===== config.mk =====
export PLATFORM = sky130hd
export DESIGN_NAME = affine_acc_flat
export DESIGN_NICKNAME = d
export VERILOG_FILES = /design/src/rtl/affinex_pkg.sv /design/src/rtl/affine_acc_if.sv /design/src/rtl/round_sat.sv /design/src/rtl/affine_acc.sv /design/src/flat_wrapper.sv
export SDC_FILE = /design/constraint.sdc
export NUM_CORES = 1
export LEC_CHECK = 0
export BUFFER_PORTS_ARGS = -buffer_cell sky130_fd_sc_hd__buf_2
export CAP_MARGIN = 10
export CORE_ASPECT_RATIO = 1.75
export CORE_MARGIN = 5
export CORE_UTILIZATION = 40
export CTS_CLUSTER_SIZE = 20
export DETAILED_ROUTE_END_ITERATION = 16
export HOLD_SLACK_MARGIN = 0.06
export SLEW_MARGIN = 20
export SYNTH_ARGS = -nofsm -noshare
export SYNTH_HDL_FRONTEND = slang
export SYNTH_SLANG_ARGS = --single-unit

===== constraint.sdc =====
create_clock -name clk -period 3.7 [get_ports clk]
set_clock_uncertainty 0.2 [all_clocks]
set_input_delay 0.37 -clock clk [delete_from_list [all_inputs] [get_ports clk]]
set_output_delay 0.37 -clock clk [all_outputs]
set_load 0.1 [all_outputs]

===== src/rtl/affinex_pkg.sv =====
// Shared types and default sizing for the affine accumulator slice.
package affinex_pkg;

  localparam int WIDTH_DEF     = 16;
  localparam int FRAC_BITS_DEF = 8;

  typedef enum logic [1:0] {
    IDLE  = 2'd0,
    ACCUM = 2'd1,
    ROUND = 2'd2,
    HOLD  = 2'd3
  } state_t;

endpackage


===== src/rtl/affine_acc_if.sv =====
// Product-in / result-out handshake bundle between the multiplier, accumulator and consumer.
interface affine_acc_if
  import affinex_pkg::*;
#(
  parameter int WIDTH = WIDTH_DEF
) ();

  logic                 clear_i;
  logic [WIDTH-1:0]     offset_i;
  logic [2*WIDTH-1:0]   prod_i;
  logic                 prod_valid_i;
  logic [WIDTH-1:0]     out_o;
  logic                 out_valid_o;
  logic                 out_ready_i;
  logic                 sat_o;
  logic                 busy_o;
  logic                 drop_o;

  modport master (
    output clear_i, offset_i, prod_i, prod_valid_i, out_ready_i,
    input  out_o, out_valid_o, sat_o, busy_o, drop_o
  );

  modport slave (
    input  clear_i, offset_i, prod_i, prod_valid_i, out_ready_i,
    output out_o, out_valid_o, sat_o, busy_o, drop_o
  );

endinterface


===== src/rtl/round_sat.sv =====
// Combinational round-half-up of a Q(2F) accumulator to Q(F), then clip to the signed WIDTH range.
module round_sat #(
  parameter int WIDTH     = 16,
  parameter int FRAC_BITS = 8,
  parameter int ACC_W     = 2*WIDTH+2
) (
  input  logic signed [ACC_W-1:0] acc_i,
  output logic        [WIDTH-1:0] out_o,
  output logic                    sat_o
);

  // One guard bit so the rounding increment can never wrap the accumulator value.
  localparam int RW = ACC_W + 1;
  localparam logic signed [RW-1:0] HALF_C = {{(RW-1){1'b0}}, 1'b1} <<< (FRAC_BITS - 1);
  localparam logic signed [RW-1:0] MAX_C  = {{(RW-WIDTH+1){1'b0}}, {(WIDTH-1){1'b1}}};
  localparam logic signed [RW-1:0] MIN_C  = {{(RW-WIDTH+1){1'b1}}, {(WIDTH-1){1'b0}}};

  logic signed [RW-1:0] sum_s;
  logic signed [RW-1:0] shr_s;

  assign sum_s = $signed({acc_i[ACC_W-1], acc_i}) + HALF_C;
  assign shr_s = sum_s >>> FRAC_BITS;

  // Clip the rounded value and flag whenever clipping happened.
  always_comb begin
    out_o = shr_s[WIDTH-1:0];
    sat_o = 1'b0;
    if (shr_s > MAX_C) begin
      out_o = MAX_C[WIDTH-1:0];
      sat_o = 1'b1;
    end else if (shr_s < MIN_C) begin
      out_o = MIN_C[WIDTH-1:0];
      sat_o = 1'b1;
    end else begin
      out_o = shr_s[WIDTH-1:0];
      sat_o = 1'b0;
    end
  end

endmodule


===== src/rtl/affine_acc.sv =====
// Sums TERMS multiplier products onto a Q-format offset, then rounds, saturates and holds the result.
module affine_acc
  import affinex_pkg::*;
#(
  parameter int WIDTH     = WIDTH_DEF,
  parameter int FRAC_BITS = FRAC_BITS_DEF,
  parameter int TERMS     = 2
) (
  input  logic         clk,
  input  logic         rst,
  affine_acc_if.slave  bus
);

  localparam int         ACC_W  = 2*WIDTH + 2;
  localparam logic [2:0] LAST_C = 3'(TERMS - 1);

  state_t                   state_r;
  logic signed [ACC_W-1:0]  acc_r;
  logic        [2:0]        cnt_r;
  logic        [WIDTH-1:0]  out_r;
  logic                     out_valid_r;
  logic                     sat_r;
  logic                     busy_r;
  logic                     drop_r;

  logic signed [ACC_W-1:0]  offset_ext_s;
  logic signed [ACC_W-1:0]  prod_ext_s;
  logic        [WIDTH-1:0]  rs_out_s;
  logic                     rs_sat_s;

  // Offset is Q(F); shift it up to the Q(2F) accumulator scale.
  assign offset_ext_s = {{(ACC_W-WIDTH-FRAC_BITS){bus.offset_i[WIDTH-1]}}, bus.offset_i, {FRAC_BITS{1'b0}}};
  assign prod_ext_s   = {{2{bus.prod_i[2*WIDTH-1]}}, bus.prod_i};

  round_sat #(
    .WIDTH     (WIDTH),
    .FRAC_BITS (FRAC_BITS),
    .ACC_W     (ACC_W)
  ) u_round_sat (
    .acc_i (acc_r),
    .out_o (rs_out_s),
    .sat_o (rs_sat_s)
  );

  // Control FSM with accumulator and all registered outputs.
  always_ff @(posedge clk or posedge rst) begin
    if (rst) begin
      state_r     <= IDLE;
      acc_r       <= '0;
      cnt_r       <= 3'd0;
      out_r       <= '0;
      out_valid_r <= 1'b0;
      sat_r       <= 1'b0;
      busy_r      <= 1'b0;
      drop_r      <= 1'b0;
    end else begin
      drop_r <= 1'b0;
      if (bus.clear_i) begin
        // A product arriving with clear belongs to neither accumulation and is silently dropped.
        state_r     <= ACCUM;
        acc_r       <= offset_ext_s;
        cnt_r       <= 3'd0;
        out_valid_r <= 1'b0;
        busy_r      <= 1'b1;
      end else begin
        case (state_r)
          IDLE: begin
            drop_r <= bus.prod_valid_i;
          end
          ACCUM: begin
            if (bus.prod_valid_i) begin
              acc_r <= acc_r + prod_ext_s;
              cnt_r <= cnt_r + 3'd1;
              if (cnt_r == LAST_C) begin
                state_r <= ROUND;
              end
            end
          end
          ROUND: begin
            drop_r      <= bus.prod_valid_i;
            out_r       <= rs_out_s;
            sat_r       <= rs_sat_s;
            out_valid_r <= 1'b1;
            busy_r      <= 1'b0;
            state_r     <= HOLD;
          end
          HOLD: begin
            drop_r <= bus.prod_valid_i;
            if (bus.out_ready_i) begin
              out_valid_r <= 1'b0;
              state_r     <= IDLE;
            end
          end
          default: begin
            state_r     <= IDLE;
            out_valid_r <= 1'b0;
            busy_r      <= 1'b0;
          end
        endcase
      end
    end
  end

  assign bus.out_o       = out_r;
  assign bus.out_valid_o = out_valid_r;
  assign bus.sat_o       = sat_r;
  assign bus.busy_o      = busy_r;
  assign bus.drop_o      = drop_r;

endmodule


===== src/flat_wrapper.sv =====
// flat-port wrapper written by rule: the top's interface ports become plain ports
module affine_acc_flat import affinex_pkg::*;
#(
  parameter int WIDTH     = WIDTH_DEF,
  parameter int FRAC_BITS = FRAC_BITS_DEF,
  parameter int TERMS     = 2
)
  (clk, rst, bus_clear_i, bus_offset_i, bus_prod_i, bus_prod_valid_i, bus_out_ready_i, bus_out_o, bus_out_valid_o, bus_sat_o, bus_busy_o, bus_drop_o);
  affine_acc_if #(.WIDTH(WIDTH)) bus_i ();
  input  logic clk;
  input  logic rst;
  input wire logic [$bits(bus_i.clear_i)-1:0] bus_clear_i;
  input wire logic [$bits(bus_i.offset_i)-1:0] bus_offset_i;
  input wire logic [$bits(bus_i.prod_i)-1:0] bus_prod_i;
  input wire logic [$bits(bus_i.prod_valid_i)-1:0] bus_prod_valid_i;
  input wire logic [$bits(bus_i.out_ready_i)-1:0] bus_out_ready_i;
  output wire logic [$bits(bus_i.out_o)-1:0] bus_out_o;
  output wire logic [$bits(bus_i.out_valid_o)-1:0] bus_out_valid_o;
  output wire logic [$bits(bus_i.sat_o)-1:0] bus_sat_o;
  output wire logic [$bits(bus_i.busy_o)-1:0] bus_busy_o;
  output wire logic [$bits(bus_i.drop_o)-1:0] bus_drop_o;
  assign bus_i.clear_i = bus_clear_i;
  assign bus_i.offset_i = bus_offset_i;
  assign bus_i.prod_i = bus_prod_i;
  assign bus_i.prod_valid_i = bus_prod_valid_i;
  assign bus_i.out_ready_i = bus_out_ready_i;
  assign bus_out_o = bus_i.out_o;
  assign bus_out_valid_o = bus_i.out_valid_o;
  assign bus_sat_o = bus_i.sat_o;
  assign bus_busy_o = bus_i.busy_o;
  assign bus_drop_o = bus_i.drop_o;
  affine_acc #(.WIDTH(WIDTH), .FRAC_BITS(FRAC_BITS), .TERMS(TERMS)) u_core (.clk(clk), .rst(rst), .bus(bus_i));
endmodule

# Word-level counts from Yosys, hierarchy flattened
# Cells that the tools add are included.
totals:
  mem_count: 0
  register_bits: 59
  romBits: 0
  latch_bits: 0
  ram_bits: 0
  wordCells: 54
classes:
  order_cmp: 2
  eq_ne: 7
  bitwise_logic: 1
  n_reduce_logical: 11
  shifts: 0
  mul: 0
  mux: 22
  n_div: 0
  addsub: 3
op_table:
  columns: ["operator", "n"]
  rows:
  - ["two-way mux 34 bit", 3]
  - ["adder 34 x 9 -> 35 bit (second input constant)", 1]
  - ["adder 34 x 32 -> 34 bit", 1]
  - ["two-way mux 16 bit", 2]
  - ["greater-than comparator 27 x 16 -> 1 bit (second input constant)", 1]
  - ["less-than comparator 27 x 16 -> 1 bit (second input constant)", 1]
  - ["two-way mux 3 bit", 3]
  - ["two-way mux 1 bit", 8]
  - ["two-way mux 2 bit", 4]
  - ["!= test 3 bit (second input constant)", 2]
  - ["case mux 2 bit (3 select lines)", 1]
  - ["AND reduction 2 bit", 3]
  - ["nonzero test 2 bit", 3]
  - ["equality test 2 bit (second input constant)", 2]
  - ["AND reduction 4 bit", 1]
  - ["nonzero test 4 bit", 1]
  - ["adder 3 x 1 -> 3 bit (second input constant)", 1]
  - ["equality test 3 x 1 -> 1 bit (second input constant)", 1]
  - ["!= test 3 x 2 -> 1 bit (second input constant)", 1]
  - ["nonzero test 3 bit", 1]
  - ["OR reduction 3 bit", 1]
  - ["equality test 2 x 1 -> 1 bit (second input constant)", 1]
  - ["logical NOT 2 bit", 1]
  - ["case mux 1 bit (2 select lines)", 1]
  - ["inverter 1 bit", 1]

# Longest topological paths before layout
depth:
  ltp_word: 5
  depth_mapped: 12

# By module
# From an unflattened synthesis, not the netlist that was laid out.
hier_totals:
  cells_unflattened: 575
  area_unflattened_um2: 4890.9
by_module_without_submodules:
  columns: ["mod", "n_inst", "area_each_um2", "seq_area_each_um2", "cells_per_inst"]
  rows:
  - ["affine_acc", 1, 4149.0, 1476.4, 458]
  - ["round_sat", 1, 742.0, 0.0, 117]

# Worst setup path after synthesis
# OpenSTA, ideal clock, no wires.
synth_path:
  path_type: "reg2reg"
  from: "register u_core.acc_r[14]"
  to: "register u_core.acc_r[33]"
  arrival_time_ps: 2789
  setup_time_ps: 99
  stages_incl_launch_ff: 11
  period_less_slack_ps: 3088
  slack_ps: 612
  cell_sequence: "dfrtp_1 ha_1 a21o_1 a2111oi_0 o211ai_1 a211oi_4 nor3_2 a311oi_1 o211ai_1 xnor2_1 a311oi_1"
synth_between:
  elab_chain_len: 4
synth_lines:
  columns: ["element", "line", "text"]
  rows:
  - ["start, declared", "affine_acc.sv:18", "logic signed [ACC_W-1:0] acc_r;"]
  - ["start signal, assigned", "affine_acc.sv:61", "acc_r <= offset_ext_s;"]
  - ["start signal, assigned", "affine_acc.sv:72", "acc_r <= acc_r + prod_ext_s;"]
  - ["adder 34 x 32 -> 34 bit", "affine_acc.sv:72", null]
  - ["two-way mux 34 bit", "affine_acc.sv:71", "if (bus.prod_valid_i) begin"]
  - ["two-way mux 34 bit", "affine_acc.sv:66", "case (state_r)"]
  - ["two-way mux 34 bit", "affine_acc.sv:58", "if (bus.clear_i) begin"]
# No other way between the ends. The select of a mux whose other input is x is not followed.
# A chain may end at the register's enable or synchronous reset.

# Worst setup path in the final report
layout_path:
  from: "register u_core.acc_r[14]"
  to: "register u_core.acc_r[31]"
# Same word-level chain as after synthesis.

==> flow_summary.yaml <==
status:
  outcome: "complete, no violations"
sta:
  fmax_mhz: 292
  setup_viol: 0
  rsz0062_at_grt: "no"
  relSlewSlack_pct: 40.5
  finalHoldViolCount: 0
  slew_viol_final: 0
  final.period_utilization_pct: 92.4
  tns_ps: 0
  worst_pin_slew_ps: 889
  hold_ws_ps: 66.7
  timing.final.ws_setup_ps: 281
  period_needed_ps: 3420
logic_synthesis:
  syn_inst: 564
  synth-edff-count: 0
  ys.flop_type: "dfrtp_1"
  ys_ff_latch: 59
  yosysSeqAreaShare_pct: 31.0
  syn_nets: 654
  synth_area_um2: 4760
  syn_area_per_cell_um2: 8.43
  yosys_warnings: 0
  async_flop_share_pct: 100
  synth.distinct_cells: 67
detailed_routing:
  wl_met3_um: 466
  wirelength_um: 13000
  routedWlPerCell_um: 16.5
  route.met2.wl_um: 7000
  first_pass_iters: 4
  drtIter0Drc: 218
  via_count: 4534
  met1Wirelength_um: 5160
  ant_nets: 0
  vias_per_cell: 5.76
  highest_layer: "met4"
  drc: 0
critical_path:
  crit_path_max_incr_delay_ps: 450
  path_buf_inv: 0
  crit_family: "compound AO/OA/AOI/OAI gates"
  rr_startpoint: "u_core.acc_r[14]"
  critPathKind: "flip-flop to flip-flop"
  reg2regPathDepth: 10
  crit_chain: "ha_1 -> a21o_1 -> a2111oi_0 -> o211ai_1 -> a211oi_4 -> nor3_2 -> a311o_1 -> a31o_1 -> and4_4 -> nor4_1"
  r2r_slack_ps: 280
  critPathSlowestCell: "dfrtp_1"
  reg2reg_to: "u_core.acc_r[31]"
  crit_fanout: 7
  crit_required_ps: 3730
  crit_path_end_kind: "flip-flop"
  crit_path_start_kind: "flip-flop"
  arrival_ps: 3450
place:
  place_congestion: 0.871
  pre_cts_ws_ps: 162
  port_buffers: 72
  place_area_um2: 5280
  dpl.hpwl_um: 10100
  post-place-cells: 761
grt:
  grt_pass1_vias: 4598
  grt_antenna_before_repair: 0
  grt_pass1_wl_um: 21700
  grt_start_max_net_pins: 56
  grt.overflow.total: 0
  track_usage_pct: 18.8
floorplan:
  die-area_um2: 14300
  die_w_um: 92.4
  start_util_pct: 40.8
  io_pins: 73
  rows: 52
  coreArea_um2: 11600
  fp.dieH_um: 154
clocking:
  cts_buffers: 9
  h-tree-depth: 3
  clk_pin_slew_ps: 60
  clk_latency_ps: 330
  cts_tree: "yes"
  cts_root_buffer: "clkbuf_16"
  cts_sinks: 59
  clock_path_buffers: 2
  post_cts_buffers: 0
cells_and_area:
  instances_no_fill: 787
  mostFrequentLayoutCell: "nand2_1"
  antenna_cells_inserted: 0
  design_area_um2: 5720
  fin_util_pct: 49.2
  nNetsFinal: 737
  drive_gt1_share_pct: 17.9
  synthToLayoutAreaGrowth_pct: 20.3
  layout_common_cells: "nand2_1, buf_2, dfrtp_1, a21oi_1, nor2_1"
power:
  fin_total_pwr_mw: 3.62
  powerDensity_nw_per_um2: 633
  vdd_ir_drop_max_v: 0.000278
  total_leakage_power_nw: 2.69
hold_path:
  min_to: "u_core.acc_r[9]"
  holdCritPathClass: "input port to flip-flop"
  hold_start: "bus_offset_i[1]"
  whs_path_depth: 3
run:
  maxCapViolations: 0
-- cells by family after synthesis --
family | after synthesis | share of synthesized area (%)
simple gates | 199 | 20.7
compound gates | 182 | 26.3
mux | 6 | 1.26
fa+ha+maj | 37 | 9.89
buf+inv | 39 | 3.13
flops | 59 | 31.0
xor+xnor | 42 | 7.73
-- flip-flops by register name, indices dropped and copies added, names as in the netlist --
signal	count
u_core.bus.sat_o	1
u_core.cnt_r	3
u_core.acc_r	34
u_core.bus.drop_o	1
u_core.bus.busy_o	1
u_core.state_r	2
u_core.bus.out_valid_o	1
u_core.bus.out_o	16
-- how the worst max path moves through the flow --
stage / startpoint / cells past startpoint / slack (ps) / to
after floorplan: u_core.acc_r[14] / 10 / 610 / u_core.acc_r[33]
after global placement: bus_prod_i[0] / 13 / 240 / u_core.acc_r[32]
after detailed placement: bus_prod_i[14] / 11 / 160 / u_core.acc_r[33]
after CTS: u_core.acc_r[14] / 10 / 170 / u_core.acc_r[33]
after global routing: u_core.acc_r[14] / 10 / 60 / u_core.acc_r[33]
final: u_core.acc_r[14] / 10 / 280 / u_core.acc_r[31]
-- timing repair --
item | 4_1_cts | 5_1_grt
endpoints found under the hold margin | 47 | 0
endpoints found under the setup margin | 0 | 3
resized for setup | 0 | 3
hold buffers | 10 | 0
-- cell usage after synthesis (all sizes together), types with 2 or more instances --
cell / number / share of area (%)
nand2: 76 / 6.0
dfrtp: 59 / 31
a21oi: 51 / 5.4
nor2: 38 / 3.1
ha: 36 / 9.5
xnor2: 27 / 5.0
o21ai: 26 / 2.7
and3: 20 / 2.6
inv: 20 / 1.6
o211ai: 20 / 3.2
a21o: 19 / 3.0
a211oi: 17 / 3.1
xor2: 15 / 2.8
clkbuf: 14 / 1.1
nor3: 13 / 1.7
nand3: 11 / 1.4
nand4: 8 / 1.2
or3: 8 / 1.1
a31oi: 7 / 1.1
mux2i: 6 / 1.3
o21a: 6 / 0.95
o21bai: 6 / 0.95
buf: 5 / 0.45
a2111oi: 4 / 0.87
nor2b: 4 / 0.53
nor4: 4 / 0.53
o31ai: 4 / 0.63
or2: 4 / 0.53
a311oi: 3 / 0.55
a31o: 3 / 0.55
nand2b: 3 / 0.39
a221o: 2 / 0.42
and2: 2 / 0.26
and4: 2 / 0.42
nand3b: 2 / 0.32
nor4b: 2 / 0.37
o41a: 2 / 0.68
-- tightest hold or removal path, cell delays in order --
cell and delay, ps:
buf_2 80, nand2_1 50, o21ai_1 60
-- power breakdown --
group / internal, mW / leakage, nW / switching, mW / total (mW)
clock: 0.593 / 0.152 / 0.321 / 0.914
combinational: 0.572 / 1.80 / 1.19 / 1.76
sequential: 0.795 / 0.737 / 0.153 / 0.948
total: 1.96 / 2.69 / 1.66 / 3.62
-- layer usage --
layer	global-route usage, %	vias to the layer above
met5	0	-
met4	7.65	0
met3	3.01	23
met2	35.0	90
met1	20.8	2172
li1	-	2249
-- final cells by class --
cell class / count / area [um2]
inverter: 20 / 75.1
clock buffer: 9 / 225
multi-input combinational: 466 / 3150
timing repair buffer: 91 / 528
clock inverter: 7 / 101
tap: 135 / 169
fill: 1157 / 5920
sequential: 59 / 1480
No activity file was read; power rests on OpenSTA's default activity.
